File: src/rtl/instr_sequencer.sv
// Fetch/issue controller: walks a program counter through a small local
// instruction memory and hands one opcode at a time to decode over valid/ready.
module instr_sequencer #(
  parameter int unsigned DEPTH   = 4,
  parameter int unsigned AW      = 2,
  parameter logic [31:0] HALT_OP = 32'hFFFF_FFFF
) (
  input  logic          clk,
  input  logic          rst,
  input  logic          load_en,
  input  logic [AW-1:0] load_addr,
  input  logic [31:0]   load_data,
  input  logic          start,
  input  logic [AW:0]   prog_len,
  output logic [31:0]   opcode,
  output logic          opcode_valid,
  input  logic          exec_ready,
  output logic [AW:0]   pc,
  output logic [AW:0]   issued,
  output logic          busy,
  output logic          done
);

  localparam logic [1:0] S_IDLE  = 2'd0;
  localparam logic [1:0] S_FETCH = 2'd1;
  localparam logic [1:0] S_ISSUE = 2'd2;
  localparam logic [1:0] S_DONE  = 2'd3;

  localparam logic [AW:0] DEPTH_W = (AW+1)'(DEPTH);
  localparam logic [AW:0] ZERO_W  = {(AW+1){1'b0}};
  localparam logic [AW:0] ONE_W   = {{AW{1'b0}}, 1'b1};

  logic [1:0]  state_q, state_d;
  logic [31:0] opcode_q, opcode_d;
  logic        valid_q, valid_d;
  logic [AW:0] pc_q, pc_d;
  logic [AW:0] issued_q, issued_d;
  logic [AW:0] len_q, len_d;
  logic        busy_q, busy_d;
  logic        done_q, done_d;

  logic [31:0] mem_q [DEPTH];

  logic        mem_we_s;
  logic [31:0] rd_word_s;
  logic        fire_s;
  logic [AW:0] pc_inc_s;

  // Memory is only writable while idle, so a running program never changes
  assign mem_we_s  = (state_q == S_IDLE) && load_en;
  assign rd_word_s = mem_q[pc_q[AW-1:0]];
  assign fire_s    = (state_q == S_ISSUE) && valid_q && exec_ready;
  assign pc_inc_s  = pc_q + ONE_W;

  // Program memory write port; deliberately not reset so contents survive rst
  always_ff @(posedge clk) begin
    if (mem_we_s) begin
      mem_q[load_addr] <= load_data;
    end
  end

  // Next-state logic for the fetch/issue sequence
  always_comb begin
    state_d  = state_q;
    opcode_d = opcode_q;
    valid_d  = valid_q;
    pc_d     = pc_q;
    issued_d = issued_q;
    len_d    = len_q;
    case (state_q)
      S_IDLE: begin
        if (start) begin
          len_d    = (prog_len > DEPTH_W) ? DEPTH_W : prog_len;
          pc_d     = ZERO_W;
          issued_d = ZERO_W;
          if (len_d == ZERO_W) begin
            state_d = S_DONE;
          end else begin
            state_d = S_FETCH;
          end
        end else begin
          state_d = S_IDLE;
        end
      end
      S_FETCH: begin
        // A load in the start cycle has already committed, so this read sees it
        opcode_d = rd_word_s;
        if (rd_word_s == HALT_OP) begin
          valid_d = 1'b0;
          state_d = S_DONE;
        end else begin
          valid_d = 1'b1;
          state_d = S_ISSUE;
        end
      end
      S_ISSUE: begin
        if (fire_s) begin
          valid_d  = 1'b0;
          pc_d     = pc_inc_s;
          issued_d = issued_q + ONE_W;
          if (pc_inc_s == len_q) begin
            state_d = S_DONE;
          end else begin
            state_d = S_FETCH;
          end
        end else begin
          state_d = S_ISSUE;
        end
      end
      S_DONE: begin
        state_d = S_IDLE;
      end
      default: begin
        state_d = S_IDLE;
        valid_d = 1'b0;
      end
    endcase
    busy_d = (state_d != S_IDLE);
    done_d = (state_d == S_DONE);
  end

  // State and output registers
  always_ff @(posedge clk) begin
    if (rst) begin
      state_q  <= S_IDLE;
      opcode_q <= 32'h0000_0000;
      valid_q  <= 1'b0;
      pc_q     <= ZERO_W;
      issued_q <= ZERO_W;
      len_q    <= ZERO_W;
      busy_q   <= 1'b0;
      done_q   <= 1'b0;
    end else begin
      state_q  <= state_d;
      opcode_q <= opcode_d;
      valid_q  <= valid_d;
      pc_q     <= pc_d;
      issued_q <= issued_d;
      len_q    <= len_d;
      busy_q   <= busy_d;
      done_q   <= done_d;
    end
  end

  assign opcode       = opcode_q;
  assign opcode_valid = valid_q;
  assign pc           = pc_q;
  assign issued       = issued_q;
  assign busy         = busy_q;
  assign done         = done_q;

endmodule

File: config.mk
export PLATFORM = sky130hd
export DESIGN_NAME = instr_sequencer
export DESIGN_NICKNAME = d
export VERILOG_FILES = /design/src/rtl/instr_sequencer.sv
export SDC_FILE = /design/constraint.sdc
export NUM_CORES = 1
export LEC_CHECK = 0
export ABC_AREA = 1
export CAP_MARGIN = 20
export CORE_UTILIZATION = 50
export DETAILED_ROUTE_END_ITERATION = 16
export GPL_TIMING_DRIVEN = 0
export PLACE_DENSITY = 0.75
export SYNTH_ARGS = -nofsm -noshare
export SYNTH_HDL_FRONTEND = slang
export SYNTH_SLANG_ARGS = --single-unit
File: constraint.sdc
create_clock -name clk -period 3.5 [get_ports clk]
set_input_delay 0.7 -clock clk [delete_from_list [all_inputs] [get_ports clk]]
set_output_delay 0.7 -clock clk [all_outputs]
set_load 0.005 [all_outputs]
==> metrics.yaml, run 1 <==
setup_path:
  cpPeakStageDelay_ps: 820
  worstSetupPathType: "primary input to flip-flop"
  worst-path-stages: 5
  path_buf_inv: 4
  worst_path_most_repeated_cell: "buf_6"
  path_cells: "clkdlybuf4s50_1, inv_1, nor3_2, buf_6, buf_6"
  r2r_slack_ps: 1270
  cp.required_ps: 3640
  reg2regPathDepth: 12
  end_kind: "flip-flop"
  start_kind: "primary input"
  critPathMaxFanout: 9
  cp.arrival_ps: 2600
  critical_path.top_delay_family: "buffers and inverters"
  cp_slowest_cell: "nor3_2"
grt:
  track_usage: 0.253
  grt_start_max_net_pins: 17
  globalRouteMet1Util: 0.325
  grt_pass1_wl_um: 26800
  grt-ovfl-total: 0
  grt_pass1_vias: 5176
  antenna_found_initial: 0
  use_met3: 0.0458
  use_met2: 0.419
  top_usage_layer: "met2"
sta:
  rsz0062_at_grt: "false"
  relSlewSlack: 0.324
  period_needed_ps: 2460
  fmax_ghz: 0.406
  timing_hold_violations_final: 0
  whs_ps: 502
  tns_ps: 0
  worst_slew_pin_slew_ps: 1010
  setup_violations: 0
  drv_slew: 0
  clock-skew-final_ps: 8.90
  period_share: 0.703
  fin_ws_ps: 1040
final_layout:
  layout.nets: 828
  fin_cells: 973
  design_area_um2: 8770
  insertedDiodeCount: 0
  nFillCells: 1045
  final_util: 0.652
  area_growth_pct: 25.5
  drive_gt1_frac: 0.0765
clocking:
  htreeDepth: 4
  clock_latency_ps: 430
  postCtsSetupRepairBufs: 0
  cts_buffers: 17
  cts_tree: "built"
  cts_resized: 0
  clock-sinks: 176
  cts_root_buffer: "clkbuf_16"
  clk_pin_slew_ps: 60
  cts_buffer_depth: 2
  cts-hold-fix-buffers: 0
placed_design:
  dp_cells: 941
  gp_congestion: 0.833
  place_hpwl_um: 12000
  placed_cell_area_um2: 8190
  portBuffers: 82
  dpl_worst_slack_ps: 588
routing:
  wl_um: 17300
  vias: 5252
  drt_iter0_drc: 601
  post_drt_wl_per_cell_um: 17.8
  antenna_left: 0
  drc: 0
  vias_per_cell: 5.40
  dr.pass1.iters: 5
pwr:
  leakage_nw: 3.59
  vdd_drop_max_mv: 0.326
  p_per_area_nw_per_um2: 535
  total_power_mw: 4.70
yosys:
  yosysUniqueCellTypes: 32
  syn-cell-area_um2: 6990
  synth_ff_type: "edfxtp_1"
  yosysWarnings: 0
  synth-edff-count: 128
  synthTopCellsByCount: "nand2_1 (198), edfxtp_1 (128), inv_1 (83)"
  synthesis.nets: 715
  synth_top_cell_area_share: 0.550
  avgSynthCellArea_um2: 10.4
  syn_inst: 671
  yosysMostFrequentCell: "nand2_1"
  yosys-top-cells-area: "edfxtp_1 (55%), dfxtp_1 (14%), nand2_1 (11%), inv_1 (4.5%), nand3_1 (3.2%)"
  ys_seq_elements: 176
  async_flop_share: 0
  yosys.area.top_type: "edfxtp_1"
  ys_seq_area_frac: 0.687
hold_path:
  hold_path_depth: 2
  holdCritPathClass: "flip-flop to flip-flop"
run:
  cap_violations: 0
die:
  ios: 83
  die_h_um: 120
  num_rows: 42
  start_util: 0.520
  core_area_um2: 13500
  dieArea_um2: 14500
  die_x_um: 120
run_status:
  status: "finished, final reports clean"
[metal layers]
layer,share of wire,vias up
li1,-,2471
met1,0.42,2502
met2,0.49,242
met3,0.071,37
met4,0.023,0
met5,0,-
[flip-flops by register name, indices dropped and copies added, names as in the netlist, named ones only]
signal        flops
busy              1
issued            3
done              1
mem_q           128
opcode           32
opcode_valid      1
len_q             3
pc                3
state_q           2
[layout make-up]
class / count / area [um2] / area share
well taps: 176 / 220 / 0.0251
inverters: 84 / 315 / 0.0359
multi-input cells: 380 / 1720 / 0.196
repair buffers: 94 / 960 / 0.109
clock buffers: 25 / 475 / 0.0542
plain buffers: 31 / 166 / 0.0190
flip-flops and latches: 176 / 4800 / 0.548
clock inverters: 7 / 109 / 0.0124
[layout by cell type (no fill, tap or decap)]
cell type	netlist	routed
clkbuf_1	14	20
nor4_1	1	1
or2_2	1	1
clkbuf_16	0	17
nor2_1	30	30
nor3_1	5	1
edfxtp_1	128	128
o21a_1	2	2
inv_2	1	1
a31oi_1	26	26
nor3_2	0	4
inv_1	83	83
o22ai_1	1	1
nand4_1	1	1
buf_6	4	13
and3_1	1	1
clkdlybuf4s50_1	0	82
buf_1	1	1
ha_1	2	2
a211oi_1	1	1
clkinv_1	0	1
o21ai_0	44	44
xor2_1	2	2
nand2_2	1	1
buf_2	9	9
nand3_1	44	44
clkinv_2	0	3
buf_4	2	3
bufinv_16	0	3
clkbuf_2	1	1
clkbuf_8	0	2
o21ai_1	1	1
dfxtp_1	48	48
nor2_2	1	1
buf_8	0	2
nand2_1	198	198
a21oi_1	14	14
nor3b_1	1	1
xnor2_1	1	1
a32o_1	2	2
[worst paths after layout]
path,from,endpoint
hold reg to reg,pc[2],pc[2]
hold / removal,pc[2],pc[2]
setup reg to reg,flip-flop,done
setup / recovery,load_addr[1],mem_q[2][23]
[where the power goes]
group / total (mW) / internal [mW] / switching, mW
clock: 1.90 / 1.16 / 0.741
combinational: 0.429 / 0.184 / 0.245
sequential: 2.37 / 2.33 / 0.0385
total: 4.70 / 3.67 / 1.02
[tightest hold or removal path, cell delays in order (launching register included)]
cell     delay (ps)
dfxtp_1         330
nand2_1          70
a21oi_1          60
[cells by family (layout without fill, tap and decap cells)]
family,count (synthesis),in the layout,share of synthesized area
AO/OA/AOI/OAI,91,91,0.0725
XOR/XNOR,3,3,0.00376
adder cells (fa/ha/maj),2,2,0.00358
buffers and inverters,115,241,0.0689
flip-flops,176,176,0.687
AND/OR/NAND/NOR,284,284,0.164
Power figures use the tool's default switching activity.
==> run 2: changes to the inputs <==
--- a/config.mk
+++ b/config.mk
@@ -7,10 +7,10 @@
 export LEC_CHECK = 0
 export ABC_AREA = 1
 export CAP_MARGIN = 20
-export CORE_UTILIZATION = 50
+export CORE_UTILIZATION = 55
 export DETAILED_ROUTE_END_ITERATION = 16
 export GPL_TIMING_DRIVEN = 0
-export PLACE_DENSITY = 0.75
+export PLACE_DENSITY = 0.79
 export SYNTH_ARGS = -nofsm -noshare
 export SYNTH_HDL_FRONTEND = slang
 export SYNTH_SLANG_ARGS = --single-unit
==> constraint.sdc (replaced) <==
create_clock -name clk -period 2.3 [get_ports clk]
set_input_delay 0.46 -clock clk [delete_from_list [all_inputs] [get_ports clk]]
set_output_delay 0.46 -clock clk [all_outputs]
set_load 0.005 [all_outputs]
==> run 2 against run 1 <==
  * Register-to-register slack got worse by 1200 ps
  * Critical path depth increased by 9
  * Utilization increased by 6.8 points
  * Flip-flop and latch count unchanged
  * Final area grew 0.17%
==> metrics.yaml, run 2 (same netlist as run 1, synthesis figures left out) <==
sta:
  period_needed_ps: 2220
  clock-skew-final_ps: 6.45  # was 8.90 ps
  relSlewSlack: 0.353  # was 0.324
  timing_hold_violations_final: 0  # unchanged
  fin_ws_ps: 77.5  # was 1040 ps
  worst_slew_pin_slew_ps: 965  # was 1010 ps
  period_share: 0.966
  drv_slew: 0  # unchanged
  tns_ps: 0  # unchanged
  setup_violations: 0  # unchanged
  fmax_ghz: 0.450
  rsz0062_at_grt: "false"  # unchanged
run_status:
  status: "finished, final reports clean"  # unchanged
final_layout:
  drive_gt1_frac: 0.0853  # was 0.0765
  mostFrequentLayoutCell: "nand2_1"  # unchanged
  layout.nets: 828  # unchanged
  top_register: "mem_q"  # unchanged
  nFillCells: 850  # was 1,045
  insertedDiodeCount: 0  # unchanged
  final_cell_mix: "nand2_1 (198), edfxtp_1 (128), inv_1 (83), clkdlybuf4s50_1 (82), dfxtp_1 (48)"  # unchanged
  area_growth_pct: 25.7  # was 25.5%
  largest_reg_flops: 128  # unchanged
hold_path:
  holdCritPathClass: "flip-flop to flip-flop"  # unchanged
  min_to: "len_q[0]"  # was pc[2]
  hp-start: "len_q[0]"  # was pc[2]
  hold_path_depth: 1  # was 2
routing:
  antenna_left: 0  # unchanged
  post_drt_wl_per_cell_um: 18.2  # was 17.8 um
  drc: 0  # unchanged
  wl_um: 17500  # was 17,300 um
  vias: 5317  # was 5,252
  dr.pass1.iters: 6  # was 5
  vias_per_cell: 5.51  # was 5.40
  drt_iter0_drc: 558  # was 601
setup_path:
  critical_path.top_delay_family: "simple AND/OR/NAND/NOR gates"  # was buffers and inverters
  cp.arrival_ps: 2600  # about the same
  path_buf_inv: 4  # unchanged
  rr_endpoint: "done"  # unchanged
  cp_slowest_cell: "o21ai_1"  # was nor3_2
  r2r_slack_ps: 80  # was 1270 ps
  end_kind: "flip-flop"  # unchanged
  worstSetupPathType: "flip-flop to flip-flop"  # was primary input to flip-flop
  cp.required_ps: 2670  # was 3640 ps
  start_kind: "flip-flop"  # was primary input
  reg2regPathDepth: 14  # was 12
  critPathMaxFanout: 10  # was 9
  path_cells: "buf_4, inv_2, buf_6, buf_6, nor2_1, o21ai_1, nand2_1, nor2_1, nand2_1, nor2_1, nand3_1, nand2_1, nand2_2, nor2_2"  # was clkdlybuf4s50_1, inv_1, nor3_2, buf_6, buf_6
  cpPeakStageDelay_ps: 400  # was 820 ps
clocking:
  cts_resized: 0  # unchanged
  postCtsSetupRepairBufs: 0  # unchanged
  cts_tree: "built"  # unchanged
  cts_buffers: 17  # unchanged
  clk_pin_slew_ps: 60  # about the same
  cts-hold-fix-buffers: 0  # unchanged
  clock-sinks: 176  # unchanged
  cts_root_buffer: "clkbuf_16"  # unchanged
  htreeDepth: 4  # unchanged
  clock_latency_ps: 430  # about the same
  cts_buffer_depth: 2  # unchanged
pwr:
  leakage_nw: 3.59  # about the same
  p_per_area_nw_per_um2: 814  # was 535 nW/um2
  vdd_drop_max_mv: 0.560  # was 0.326 mV
die:
  core_area_um2: 12200  # was 13,500 um2
  die_h_um: 115  # was 120 um
  num_rows: 40  # was 42
  die_x_um: 115  # was 120 um
  dieArea_um2: 13200  # was 14,500 um2
  start_util: 0.572  # was 0.520
  ios: 83  # unchanged
grt:
  globalRouteMet1Util: 0.360  # was 0.325
  grt-ovfl-total: 0  # unchanged
  antenna_found_initial: 0  # unchanged
  track_usage: 0.289  # was 0.253
  use_met2: 0.474  # was 0.419
  grt_pass1_wl_um: 27400  # was 26,800 um
  grt_start_max_net_pins: 17  # unchanged
  top_usage_layer: "met2"  # unchanged
  grt_pass1_vias: 5291  # was 5,176
  use_met3: 0.0696  # was 0.0458
placed_design:
  portBuffers: 82  # unchanged
  place_hpwl_um: 11900  # was 12,000 um
  gp_congestion: 0.845  # was 0.833
  dpl_worst_slack_ps: -330  # was 588 ps
run:
  cap_violations: 0  # unchanged
## run 2: worst max path at each step
stage,start,endpoint,depth (start not counted)
floorplan,load_en,mem_q[0][0],2
global placement,load_addr[1],mem_q[2][18],3
detailed placement,load_addr[1],mem_q[3][24],5
CTS,load_addr[1],mem_q[3][21],5
global route,flip-flop,done,14
finish,flip-flop,done,14
## run 2: worst reg2reg max path, delay by kind of cell, from the launching register on
family                 cells  cell delay (ps)
AO/OA/AOI/OAI              1              400
buffers and inverters      4              560
flip-flops                 1              300
AND/OR/NAND/NOR            9              900
## run 2: area by class of cell
type                       instances  area, um2  area share
tap                              168        210      0.0239
inverter                          84        315      0.0359
sequential                       176       4800       0.547
clock inverter                    14        166      0.0189
timing repair buffer              94        971       0.110
clock buffer                      18        429      0.0488
multi-input combinational        380       1720       0.196
buffer                            31        169      0.0192
## run 2: power breakdown
part / internal [mW] / switching, mW
Clock: 1.70 / 1.18
Sequential: 3.55 / 0.0593
Combinational: 0.282 / 0.380
Total: 5.53 / 1.62
## run 2: stage by stage
stage	total power [mW]	cells	util	hold WS, ps	cell area, um2
after global routing	7.36	965	0.720	520	8790
after global placement	4.27	921	0.657	472	8020
after detailed placement	4.31	933	0.671	473	8190
after floorplan	3.95	671	-	451	6990
after CTS	7.16	965	0.720	487	8790
final	7.16	965	0.720	484	8790
## run 2: routing by layer
metal	vias up	wire, um
met1	2503	6670
li1	2467	-
met3	57	1590
met4	0	609
met2	290	8670
met5	-	0
